### src/rtl/ip_codma_bus_arbiter_if.sv
// Handshake and bus signals between the read/write DMA machines, the system bus and the arbiter.
interface ip_codma_bus_arbiter_if;
    logic       rd_req_i;
    logic [3:0] rd_size_i;
    logic       rd_grant_o;
    logic       wr_req_i;
    logic [3:0] wr_size_i;
    logic       wr_grant_o;
    logic       bus_req_o;
    logic       bus_grant_i;
    logic       bus_beat_i;
    logic       bus_error_i;
    logic       owner_o;
    logic       error_o;

    // Arbiter side.
    modport slave (
        input  rd_req_i, rd_size_i, wr_req_i, wr_size_i,
        input  bus_grant_i, bus_beat_i, bus_error_i,
        output rd_grant_o, wr_grant_o, bus_req_o, owner_o, error_o
    );

    // Requester / bus side.
    modport master (
        output rd_req_i, rd_size_i, wr_req_i, wr_size_i,
        output bus_grant_i, bus_beat_i, bus_error_i,
        input  rd_grant_o, wr_grant_o, bus_req_o, owner_o, error_o
    );
endinterface

### src/rtl/ip_codma_bus_arbiter.sv
// Round-robin arbiter sharing one system bus between the DMA read and write machines.
// All outputs are registered, decoded from the next state.
module ip_codma_bus_arbiter #(
    parameter int unsigned GRANT_TIMEOUT = 16
) (
    input  logic                         clk_i,
    input  logic                         reset_i,
    ip_codma_bus_arbiter_if.slave        bus
);

    typedef enum logic [2:0] {ArbIdle, ArbReq, ArbXfer, ArbDone, ArbErr} arb_state_e;

    arb_state_e state_q, state_d;
    logic       sel_q, sel_d;       // 0 read, 1 write
    logic [2:0] len_q, len_d;       // decoded beats, 0 = illegal size
    logic [2:0] beat_q, beat_d;
    logic [7:0] tmo_q, tmo_d;
    logic       owner_q, owner_d;
    logic       rd_grant_q, rd_grant_d;
    logic       wr_grant_q, wr_grant_d;
    logic       bus_req_q, bus_req_d;
    logic       error_q, error_d;

    function automatic logic [2:0] decode_len(input logic [3:0] size);
        case (size)
            4'd3:    decode_len = 3'd1;
            4'd8:    decode_len = 3'd3;
            4'd9:    decode_len = 3'd4;
            default: decode_len = 3'd0;
        endcase
    endfunction

    // State and output registers with synchronous reset.
    always_ff @(posedge clk_i) begin
        if (reset_i) begin
            state_q    <= ArbIdle;
            sel_q      <= 1'b0;
            len_q      <= 3'd0;
            beat_q     <= 3'd0;
            tmo_q      <= 8'd0;
            owner_q    <= 1'b1;
            rd_grant_q <= 1'b0;
            wr_grant_q <= 1'b0;
            bus_req_q  <= 1'b0;
            error_q    <= 1'b0;
        end else begin
            state_q    <= state_d;
            sel_q      <= sel_d;
            len_q      <= len_d;
            beat_q     <= beat_d;
            tmo_q      <= tmo_d;
            owner_q    <= owner_d;
            rd_grant_q <= rd_grant_d;
            wr_grant_q <= wr_grant_d;
            bus_req_q  <= bus_req_d;
            error_q    <= error_d;
        end
    end

    // Next-state logic: selection, grant wait with timeout, beat counting.
    always_comb begin
        state_d = state_q;
        sel_d   = sel_q;
        len_d   = len_q;
        beat_d  = beat_q;
        tmo_d   = tmo_q;
        unique case (state_q)
            ArbIdle: begin
                if (bus.rd_req_i || bus.wr_req_i) begin
                    // On a tie the master that did not own the bus last wins.
                    if (bus.rd_req_i && bus.wr_req_i) sel_d = ~owner_q;
                    else                              sel_d = bus.wr_req_i;
                    len_d   = decode_len(sel_d ? bus.wr_size_i : bus.rd_size_i);
                    beat_d  = 3'd0;
                    tmo_d   = 8'd0;
                    state_d = (len_d != 3'd0) ? ArbReq : ArbErr;
                end
            end
            ArbReq: begin
                if (bus.bus_error_i) begin
                    state_d = ArbErr;
                end else if (bus.bus_grant_i) begin
                    state_d = ArbXfer;
                end else begin
                    tmo_d = tmo_q + 8'd1;
                    if (tmo_d == 8'(GRANT_TIMEOUT)) state_d = ArbErr;
                end
            end
            ArbXfer: begin
                if (bus.bus_error_i) begin
                    state_d = ArbErr;
                end else if (bus.bus_beat_i) begin
                    beat_d = beat_q + 3'd1;
                    if (beat_d == len_q) state_d = ArbDone;
                end
            end
            ArbDone: state_d = ArbIdle;
            ArbErr:  state_d = ArbIdle;
            default: state_d = ArbIdle;
        endcase
    end

    // Output decode from the next state so every output comes straight from a flop.
    always_comb begin
        rd_grant_d = (state_d == ArbXfer) && !sel_d;
        wr_grant_d = (state_d == ArbXfer) && sel_d;
        bus_req_d  = (state_d == ArbReq) || (state_d == ArbXfer);
        error_d    = (state_d == ArbErr);
        owner_d    = ((state_d == ArbDone) || (state_d == ArbErr)) ? sel_d : owner_q;
    end

    assign bus.rd_grant_o = rd_grant_q;
    assign bus.wr_grant_o = wr_grant_q;
    assign bus.bus_req_o  = bus_req_q;
    assign bus.error_o    = error_q;
    assign bus.owner_o    = owner_q;

endmodule
### src/flat_wrapper.sv
// flat-port wrapper written by rule: the top's interface ports become plain ports
module ip_codma_bus_arbiter_flat 
#(
    parameter int unsigned GRANT_TIMEOUT = 16
)
  (clk_i, reset_i, bus_rd_req_i, bus_rd_size_i, bus_wr_req_i, bus_wr_size_i, bus_bus_grant_i, bus_bus_beat_i, bus_bus_error_i, bus_rd_grant_o, bus_wr_grant_o, bus_bus_req_o, bus_owner_o, bus_error_o);
  ip_codma_bus_arbiter_if bus_i ();
  input  logic clk_i;
  input  logic reset_i;
  input wire logic [$bits(bus_i.rd_req_i)-1:0] bus_rd_req_i;
  input wire logic [$bits(bus_i.rd_size_i)-1:0] bus_rd_size_i;
  input wire logic [$bits(bus_i.wr_req_i)-1:0] bus_wr_req_i;
  input wire logic [$bits(bus_i.wr_size_i)-1:0] bus_wr_size_i;
  input wire logic [$bits(bus_i.bus_grant_i)-1:0] bus_bus_grant_i;
  input wire logic [$bits(bus_i.bus_beat_i)-1:0] bus_bus_beat_i;
  input wire logic [$bits(bus_i.bus_error_i)-1:0] bus_bus_error_i;
  output wire logic [$bits(bus_i.rd_grant_o)-1:0] bus_rd_grant_o;
  output wire logic [$bits(bus_i.wr_grant_o)-1:0] bus_wr_grant_o;
  output wire logic [$bits(bus_i.bus_req_o)-1:0] bus_bus_req_o;
  output wire logic [$bits(bus_i.owner_o)-1:0] bus_owner_o;
  output wire logic [$bits(bus_i.error_o)-1:0] bus_error_o;
  assign bus_i.rd_req_i = bus_rd_req_i;
  assign bus_i.rd_size_i = bus_rd_size_i;
  assign bus_i.wr_req_i = bus_wr_req_i;
  assign bus_i.wr_size_i = bus_wr_size_i;
  assign bus_i.bus_grant_i = bus_bus_grant_i;
  assign bus_i.bus_beat_i = bus_bus_beat_i;
  assign bus_i.bus_error_i = bus_bus_error_i;
  assign bus_rd_grant_o = bus_i.rd_grant_o;
  assign bus_wr_grant_o = bus_i.wr_grant_o;
  assign bus_bus_req_o = bus_i.bus_req_o;
  assign bus_owner_o = bus_i.owner_o;
  assign bus_error_o = bus_i.error_o;
  ip_codma_bus_arbiter #(.GRANT_TIMEOUT(GRANT_TIMEOUT)) u_core (.clk_i(clk_i), .reset_i(reset_i), .bus(bus_i));
endmodule
### config.mk
export PLATFORM = sky130hd
export DESIGN_NAME = ip_codma_bus_arbiter_flat
export DESIGN_NICKNAME = d
export VERILOG_FILES = /design/src/rtl/ip_codma_bus_arbiter_if.sv /design/src/rtl/ip_codma_bus_arbiter.sv /design/src/flat_wrapper.sv
export SDC_FILE = /design/constraint.sdc
export NUM_CORES = 1
export LEC_CHECK = 0
export BUFFER_PORTS_ARGS = -buffer_cell sky130_fd_sc_hd__clkbuf_2
export CAP_MARGIN = 20
export CORE_MARGIN = 8
export CORE_UTILIZATION = 45
export CTS_BUF_LIST = sky130_fd_sc_hd__clkbuf_8
export DETAILED_ROUTE_END_ITERATION = 12
export GPL_ROUTABILITY_DRIVEN = 0
export GPL_TIMING_DRIVEN = 0
export PLACE_DENSITY = 0.74
export SYNTH_ARGS = -nofsm -noshare
export SYNTH_HDL_FRONTEND = slang
export SYNTH_SLANG_ARGS = --single-unit
### constraint.sdc
create_clock -name clk_i -period 2.39 [get_ports clk_i]
set_clock_uncertainty 0.2 [all_clocks]
set_input_delay 0.1195 -clock clk_i [delete_from_list [all_inputs] [get_ports clk_i]]
set_output_delay 0.1195 -clock clk_i [all_outputs]
set_load 0.05 [all_outputs]
== After elaboration in Yosys (flattened, before gate mapping) ==
Cells that the tools add are included.

* Input bits: 15
* Logic and storage cells: 69
* Flip-flop bits (word level): 23

* Muxes and demuxes: 26
* Bitwise logic cells: 1
* Reductions and logical operators: 14
* Add/subtract/negate cells: 2
* Equal/unequal tests: 16

{| class="wikitable"
|+ Operators by type and width
! kind !! count
|-
| 3-bit 2-to-1 mux || 13
|-
| 8-bit 2-to-1 mux || 3
|-
| 3-bit case mux with 3 select lines || 2
|-
| 8-bit case mux with 2 select lines || 1
|-
| 3-bit by 2-bit == test with 1-bit output, second input constant || 3
|-
| 8-bit by 1-bit adder with 8-bit output, second input constant || 1
|-
| 4-bit == test, second input constant || 2
|-
| 8-bit by 5-bit == test with 1-bit output, second input constant || 1
|-
| 2-bit != test, second input constant || 4
|-
| 4-bit AND reduction || 2
|-
| 3-bit by 1-bit == test with 1-bit output, second input constant || 2
|-
| 3-bit case mux with 2 select lines || 1
|-
| 1-bit 2-to-1 mux || 5
|-
| 4-bit by 2-bit == test with 1-bit output, second input constant || 1
|-
| 4-bit 2-to-1 mux || 1
|-
| 2-bit nonzero test || 2
|-
| 3-bit by 1-bit adder with 3-bit output, second input constant || 1
|-
| 3-bit == test || 1
|-
| 3-bit == test, second input constant || 1
|-
| 1-bit logical AND || 3
|-
| 3-bit zero test || 1
|-
| 1-bit logical OR || 3
|-
| 3-bit nonzero test || 1
|-
| 2-bit by 1-bit != test with 1-bit output, second input constant || 1
|-
| 3 further kinds || 3
|}

== Depth between registers and ports, before layout ==
Gate-level depths: netlist of run 1.

* Depth after elaboration: 15
* Depth in mapped cells: 6

== Least setup slack after synthesis of run 1 ==
No wires, ideal clock.

* Path kind: reg2reg
* Start: reg u_core.owner_q (netlist: u_core.bus.owner_o)
* End: reg u_core.owner_q (netlist: u_core.bus.owner_o)
* Slack: 141 ps
* Cell stages (with the launch flop): 6
* Setup time: 122 ps
* Data arrival time: 1,927 ps
* Data required time: 2,068 ps
* Buffers on the path: 0
* Path through: dfxtp_1 -> a21boi_0 -> a211oi_1 -> or3_1 -> and3_4 -> a311o_1

* Word-level cells in the longest chain between the ends: 15

{| class="wikitable"
|+ Ends and longest elaborated chain
! item !! line !! text
|-
| start: declaration || ip_codma_bus_arbiter.sv:18 || <nowiki>logic owner_q, owner_d;</nowiki>
|-
| start signal: assignment || ip_codma_bus_arbiter.sv:52 || <nowiki>owner_q <= owner_d;</nowiki>
|-
| 1-bit inverter * || ip_codma_bus_arbiter.sv:71 || <nowiki>if (bus.rd_req_i && bus.wr_req_i) sel_d = ~owner_q;</nowiki>
|-
| 1-bit 2-to-1 mux * || ip_codma_bus_arbiter.sv:71 ||
|-
| 1-bit 2-to-1 mux * || ip_codma_bus_arbiter.sv:69 || <nowiki>if (bus.rd_req_i || bus.wr_req_i) begin</nowiki>
|-
| 1-bit 2-to-1 mux * || ip_codma_bus_arbiter.sv:67 || <nowiki>unique case (state_q)</nowiki>
|-
| 4-bit 2-to-1 mux || ip_codma_bus_arbiter.sv:73 || <nowiki>len_d = decode_len(sel_d ? bus.wr_size_i : bus.rd_size_i);</nowiki>
|-
| 4-bit == test or 4-bit by 2-bit == test with 1-bit output (tied branches) || ip_codma_bus_arbiter.sv:25 || <nowiki>case (size)</nowiki>
|-
| 3-bit case mux with 3 select lines || ip_codma_bus_arbiter.sv:25 ||
|-
| 3-bit 2-to-1 mux || ip_codma_bus_arbiter.sv:69 ||
|-
| 3-bit 2-to-1 mux || ip_codma_bus_arbiter.sv:67 ||
|-
| 3-bit nonzero test || ip_codma_bus_arbiter.sv:76 || <nowiki>state_d = (len_d != 3'd0) ? ArbReq : ArbErr;</nowiki>
|-
| 3-bit 2-to-1 mux || ip_codma_bus_arbiter.sv:76 ||
|-
| 3-bit 2-to-1 mux || ip_codma_bus_arbiter.sv:69 ||
|-
| 3-bit case mux with 3 select lines || ip_codma_bus_arbiter.sv:67 ||
|-
| 3-bit by 2-bit == test with 1-bit output or 3-bit == test (tied branches) || ip_codma_bus_arbiter.sv:109 || <nowiki>owner_d = ((state_d == ArbDone) || (state_d == ArbErr)) ? sel_d : owner_q;</nowiki>
|-
| 1-bit logical OR || ip_codma_bus_arbiter.sv:109 ||
|}

Every way passes the cells marked *; elsewhere a longest branch is shown, timed or not. The select of a mux whose other input is x is not followed.
A chain may end at the register's enable or synchronous reset.

== Worst setup path after layout of run 1 ==
* Start: reg u_core.state_q[2]
* End: reg u_core.owner_q (netlist: u_core.bus.owner_o)

* Word-level cells in the longest chain between the ends: 6

{| class="wikitable"
|+ Ends and longest elaborated chain
! item !! line !! text
|-
| start: declaration || ip_codma_bus_arbiter.sv:13 || <nowiki>arb_state_e state_q, state_d;</nowiki>
|-
| start signal: assignment || ip_codma_bus_arbiter.sv:36 || <nowiki>state_q <= ArbIdle;</nowiki>
|-
| start signal: assignment || ip_codma_bus_arbiter.sv:47 || <nowiki>state_q <= state_d;</nowiki>
|-
| 3-bit 2-to-1 mux, on equally long branches || ip_codma_bus_arbiter.sv:94, ip_codma_bus_arbiter.sv:86 ||
|-
| 3-bit 2-to-1 mux, on equally long branches || ip_codma_bus_arbiter.sv:92, ip_codma_bus_arbiter.sv:82 ||
|-
| 3-bit 2-to-1 mux, on equally long branches || ip_codma_bus_arbiter.sv:90, ip_codma_bus_arbiter.sv:80 ||
|-
| 3-bit case mux with 3 select lines || ip_codma_bus_arbiter.sv:67 ||
|-
| 3-bit by 2-bit == test with 1-bit output or 3-bit == test (tied branches) || ip_codma_bus_arbiter.sv:109 ||
|-
| 1-bit logical OR || ip_codma_bus_arbiter.sv:109 ||
|}

Several ways; a longest one is shown, not always the timed one.

==> metrics, run 1 <==
CTS tree done; Overflow after GRT 0; crit start category flip-flop; combinational share of power 18.0%; Root Driver clkbuf_8; Post-CTS Repair Setup Buffers 0; Hold Crit Depth 4; Setup crit end kind flip-flop; period utilization 94.0%; fmax around 450 MHz; status complete, no violations; Worst EP arrival 2210 ps; Power Total roughly 0.0008 W; number of I/O port buffers 18; Post-Syn Nets 168; final setup violating endpoints 0; pwr dens roughly 560 nW/µm²; maximum vdd drop between 300 and 400 µV; Die Span Y around 68 µm; Area contributors post-synth dfxtp_1 37%, nor2_1 6.4%, a21oi_1 5.7%; Core Area 2660 µm²; Total GRT Usage 13.2%; CTS HTree Levels 1; Synth Area in Adders 2.04%; DR WL/cell around 14 µm; Seq/Total Area, Yosys 37.5%; commonest non-fill, non-tap cells in the layout 23 x dfxtp_1, 21 x nor2_1, 18 x clkbuf_2, 14 x a21oi_1, 12 x o21ai_0; DRT Pass-1 Iters 4; Mapped Area between 1000 and 1500 µm²; share of power burned in registers between 50 and 60%; nets@finish 192; Clock Sinks 23; Worst path slowest cell or3_1; Clock Path Buffers 2; Storage cell area around 460 µm²; Post-Syn Instances 151; # rows 19; Synth Area in XOR/XNOR 3.56%; crit-path cells nor3_2 -> nand2_1 -> or3_1 -> and3_4 -> a311o_1; top fanout value on the critical path 5; Placed Cells 200; die width 68.3 µm; Synth top area share 37.5%; min-delay worst type in -> reg; Leak 0.541 nW; unrepaired setup endpoints after global routing no; largest net degree at the start of global routing 14; CP peak stage delay about 470 ps; Vias/cell between 5 and 6; Critical Path RT roughly 2400 ps; post-layout min period around 2200 ps; Multi-input gate area 759 µm²; initial antenna violation count 0; Die Footprint about 4700 µm²; Post-DRT Antenna Nets 0; final hold slack around 31 ps; total vias in the final route roughly 1200; Max Cap Viol 0; clock latency on the worst-skew pair around 260 ps; Max-Slew Margin vs Limit approximately two thirds; Slew Viols, Final 0; number of diodes 0; Cell Int Power 0.000564 W; synth warn 0; largest family of logic cells by synthesized area simple AND/OR/NAND/NOR gates; sw frac between 20 and 30%; simple-gate share of the synthesized area between 30% and 40%; DR DRC count 0; register bit total from synthesis 23; final cell count without fillers around 210; fillers between 200 and 300; setup TNS 0 ps; kind of cell adding the most delay to the critical path simple AND/OR/NAND/NOR gates; drt total wl approximately 2900 µm; unique cell type count in the Yosys netlist 38; vias in the first global route 1092; DR iter-0 viols 64; worst reg-to-reg path cell count 5; mux cell area share after synthesis less than 1%; Layout area overhead 15.6%; layout cells sized above 1 between 10% and 20%; dpl cell area between 1000 and 1500 µm²; design area 1420 µm²; cell count along the critical path 5; CTS Buf Count 3; Clock power frac 30.5%; HPWL after DPL between 2000 and 2500 µm; wire length of the first global-routing pass 4900 µm; measured slew at the worst slew-check pin about 500 ps; Crit Path Class reg -> reg; Final Hold Fails 0; Net Switching between 0.0002 and 0.00025 W; Synth Area in Compound Gates 21.3%; Mapped Avg Cell Area 8.14 µm²; cell accounting for the most synthesized area dfxtp_1; io pins 20; leading cell type in the layout, fill and taps excluded dfxtp_1; CTS clk-pin slew, worst paths 80 ps; Initial Utilization roughly 46%; WP buf/inv 0
repair_timing:
item / 4_1_cts / 5_1_grt
endpoints found under the hold margin: 2 / 0
gates resized for setup: 0 / 2
hold buffers: 1 / 0
setup endpoints to repair: 0 / 2
logic make-up (layout without fill, tap and decap cells):
logic type / Yosys count / in the layout
and+or+nand+nor: 74 / 74
DFF: 23 / 23
buffers and inverters: 4 / 27
adders and majority gates: 2 / 2
muxes: 1 / 1
xor gates and xnor gates: 5 / 5
AOI/OAI and AO/OA: 42 / 42
worst min-delay path, cell delays in order:
cell	delay, ps
clkbuf_2	100
mux2i_1	80
o211ai_1	90
a21oi_1	60
flip-flops by register name (all words and copies together), names as in the netlist, 3 cells and up:
signal          count
u_core.beat_q       3
u_core.tmo_q        8
u_core.len_q        3
u_core.state_q      3
worst paths after layout:
check / slack [ps] / from / end
worst min register to register: 280 / u_core.len_q[1]$_SDFFE_PP0P_ / u_core.len_q[1]$_SDFFE_PP0P_
worst min-delay path: 30 / bus_rd_size_i[0] / u_core.len_q[1]$_SDFFE_PP0P_
worst max-delay path: 140 / u_core.state_q[2]$_SDFF_PP0_ / u_core.bus.owner_o$_SDFFE_PP1P_
worst max register to register: 140 / u_core.state_q[2]$_SDFF_PP0_ / u_core.bus.owner_o$_SDFFE_PP1P_
layer usage:
metal	track usage, %	wire length [µm]	vias up
met1	18.2	1350	557
met5	0	0	-
li1	-	-	604
met4	4.86	51	0
met3	1.80	198	5
met2	20.4	1300	52
Yosys cell counts:
| cell type | n |
|---|---|
| nand3b_1 | 7 |
| xnor2_1 | 3 |
| or2_2 | 1 |
| clkbuf_1 | 3 |
| nor3_2 | 2 |
| ha_1 | 2 |
| a21boi_0 | 1 |
| a311o_1 | 1 |
| a21oi_1 | 14 |
| or4_4 | 1 |
| a221oi_1 | 1 |
| and3_1 | 4 |
| nor2b_1 | 2 |
| a211oi_1 | 5 |
| xor2_1 | 2 |
| nand4_1 | 3 |
| a21bo_2 | 1 |
| inv_1 | 1 |
| and2_0 | 1 |
| o21ai_0 | 12 |
| a2bb2oi_1 | 1 |
| or3_1 | 2 |
| or3b_4 | 1 |
| a41oi_1 | 2 |
| nand3_1 | 4 |
| dfxtp_1 | 23 |
| nand2_1 | 8 |
| nand2b_1 | 5 |
| and4b_1 | 1 |
| nor3b_1 | 1 |
| and2_1 | 2 |
| mux2i_1 | 1 |
| nor2_1 | 21 |
| a22oi_1 | 2 |
| o211ai_1 | 1 |
| a211o_1 | 1 |
| nor3_1 | 7 |
| and3_4 | 1 |
through the flow:
stage          utilization, %  worst slack [ps]
2_1_floorplan               -               141
3_3_place_gp             51.0               143
3_5_place_dp             51.0              98.5
4_1_cts                  53.1              83.1
5_1_grt                  53.3              39.6
6_report                 53.3               143
power groups by stage:
stage / Sequential, W / Combinational (W) / Clock (W)
2_1_floorplan: 0.000432 / 0.0000780 / 0
3_3_place_gp: 0.000414 / 0.000133 / 0
3_5_place_dp: 0.000415 / 0.000137 / 0
4_1_cts: 0.000406 / 0.000139 / 0.000249
5_1_grt: 0.000409 / 0.000155 / 0.000260
6_report: 0.000406 / 0.000142 / 0.000240
layout make-up:
cell class,count,area share (%)
buffer,3,0.793
clock buffer,3,2.91
clock inverter,1,0.352
inverter,1,0.264
multi-input combinational,124,53.5
sequential,23,32.4
tap,31,2.73
timing repair buffer,19,7.05
No activity file was read; power rests on OpenSTA's default activity.
==> run 2: changes to the inputs <==
- CELL_PAD_IN_SITES_DETAIL_PLACEMENT: default -> 1
- CELL_PAD_IN_SITES_GLOBAL_PLACEMENT: default -> 2
- CORE_UTILIZATION: 45 -> 34
- PLACE_DENSITY: 0.74 -> 0.89
==> metrics, run 2 (synthesis gave the netlist of run 1 again) <==
status complete, no violations; die width 76.1 µm; Max-Slew Margin vs Limit roughly 58%; Die Span Y 76.1 µm; crit-path cells or3b_4 -> or4_4 -> and3_4 -> a311o_1; final core utilization about two fifths; Post-DRT Antenna Nets 0; min-delay worst type in -> reg; CTS HTree Levels 1; Clock Path Buffers 2; leading cell type in the layout, fill and taps excluded dfxtp_1; number of I/O port buffers 18; worst reg-to-reg path cell count 4; commonest non-fill, non-tap cells in the layout 23 x dfxtp_1, 21 x nor2_1, 18 x clkbuf_2, 14 x a21oi_1, 12 x o21ai_0; final setup violating endpoints 0; reg2reg start u_core.state_q[0]$_SDFF_PP0_; Clock Sinks 23; largest net degree at the start of global routing 14; Leak 0.563 nW; Root Driver clkbuf_8; # rows 22; Final Hold Fails 0; setup TNS 0 ps; pre-CTS setup slack 12.0 ps; Layout area overhead 19.8%; reg2reg end u_core.bus.owner_o$_SDFFE_PP1P_; DR iter-0 viols 38; Total GRT Usage between 10% and 20%; wire length of the first global-routing pass roughly 6000 µm; Crit Path Class reg -> reg; Initial Utilization 34.3%; measured slew at the worst slew-check pin 619 ps; CTS clk-pin slew, worst paths approximately 90 ps; Hold Crit Depth 4; fmax about 440 MHz; Core Area ~3600 µm²; unrepaired setup endpoints after global routing no; Biggest register u_core.tmo_q; initial antenna violation count 0; DR DRC count 0; top fanout value on the critical path 5; CP peak stage delay ~550 ps; total vias in the final route around 1200; drt total wl between 3000 and 4000 µm; HPWL after DPL 2720 µm; Vias/cell 5.42; Max Cap Viol 0; clock latency on the worst-skew pair approximately 270 ps; DR WL/cell between 15 and 20 µm; dpl cell area between 1000 and 1500 µm²; worst reg2reg setup slack between 100 and 150 ps; WHS Endpoint u_core.sel_q$_SDFF_PP0_; Worst EP arrival about 2200 ps; CTS Buf Count 3; Setup crit end kind flip-flop; final setup margin ~130 ps; number of diodes 0; maximum vdd drop 335 µV; nets@finish between 150 and 200; WP buf/inv 0; post-layout min period ~2300 ps; Critical Path RT about 2400 ps; vias in the first global route 1323; Worst path slowest cell or4_4; Die Footprint around 5800 µm²; Hold Startpoint bus_rd_req_i; period utilization 94.6%; fillers 455; io pins 20; DRT Pass-1 Iters 3; design area 1470 µm²; max reg flops 8; layout cells sized above 1 a little under a fifth; pwr dens between 500 and 600 nW/µm²; crit start category flip-flop; Overflow after GRT 0; CTS tree done; Slew Viols, Final 0; kind of cell adding the most delay to the critical path simple AND/OR/NAND/NOR gates; final hold slack approximately 44 ps
[run 2: changes by cell type in the layout (fill, tap and decap cells not counted)]
cell	before	now
a21boi_0	0	1
a21boi_1	1	0
buf_4	0	4
[run 2: worst min-delay path: stages]
cell and delay [ps]:
clkbuf_2 100, nand2_1 60, a22oi_1 100, nor2_1 100
[run 2: layout make-up]
cell class | instances | area, µm² | area share, %
repair buffers | 23 | 130 | 8.84
multi-input cells | 124 | 759 | 51.6
clock inverters | 1 | 5.00 | 0.340
well taps | 48 | 60.1 | 4.08
plain buffers | 3 | 11.3 | 0.765
clock buffers | 3 | 41.3 | 2.81
flip-flops and latches | 23 | 460 | 31.3
inverters | 1 | 3.75 | 0.255
[run 2: power by group]
| part | internal [W] | switching (W) | total (W) |
|---|---|---|---|
| registers | 0.000396 | 0.0000103 | 0.000406 |
| clock network | 0.000117 | 0.000138 | 0.000254 |
| logic | 0.0000525 | 0.0000908 | 0.000143 |
| total | 0.000565 | 0.000239 | 0.000804 |
[run 2: what timing repair did]
item / CTS / global route
setup buffers: 0 / 4
resized for setup: 1 / 0
setup endpoints to repair: 1 / 1
hold buffers: 1 / 0
pin swaps: 0 / 1
endpoints found under the hold margin: 1 / 0
[run 2: worst max-delay path by stage]
stage                                                from                         endpoint  slack, ps  depth (start not counted)
final                        u_core.state_q[0]$_SDFF_PP0_  u_core.bus.owner_o$_SDFFE_PP1P_        130                          4
after global routing      u_core.bus.owner_o$_SDFFE_PP1P_  u_core.bus.owner_o$_SDFFE_PP1P_         10                          5
after CTS                    u_core.state_q[0]$_SDFF_PP0_  u_core.bus.owner_o$_SDFFE_PP1P_        140                          4
after detailed placement     u_core.state_q[0]$_SDFF_PP0_  u_core.bus.bus_req_o$_SDFF_PP0_         10                          5
after global placement       u_core.state_q[0]$_SDFF_PP0_  u_core.bus.bus_req_o$_SDFF_PP0_         30                          5
after floorplan           u_core.bus.owner_o$_SDFFE_PP1P_  u_core.bus.owner_o$_SDFFE_PP1P_        140                          5
[run 2: layer usage]
metal  GRT usage (%)  vias to the layer above  part of all wire (%)
met4            4.23                        0                   2.2
met3            2.83                        9                   3.6
li1                -                      611                     -
met2            21.2                       25                    48
met5               0                        -                     0
met1            14.0                      580                    46
[run 2: through the flow]
step | power [W] | cells
final | 0.000804 | 226
after global routing | 0.000838 | 226
after detailed placement | 0.000556 | 217
after global placement | 0.000551 | 217
after CTS | 0.000809 | 222
after floorplan | 0.000510 | 151
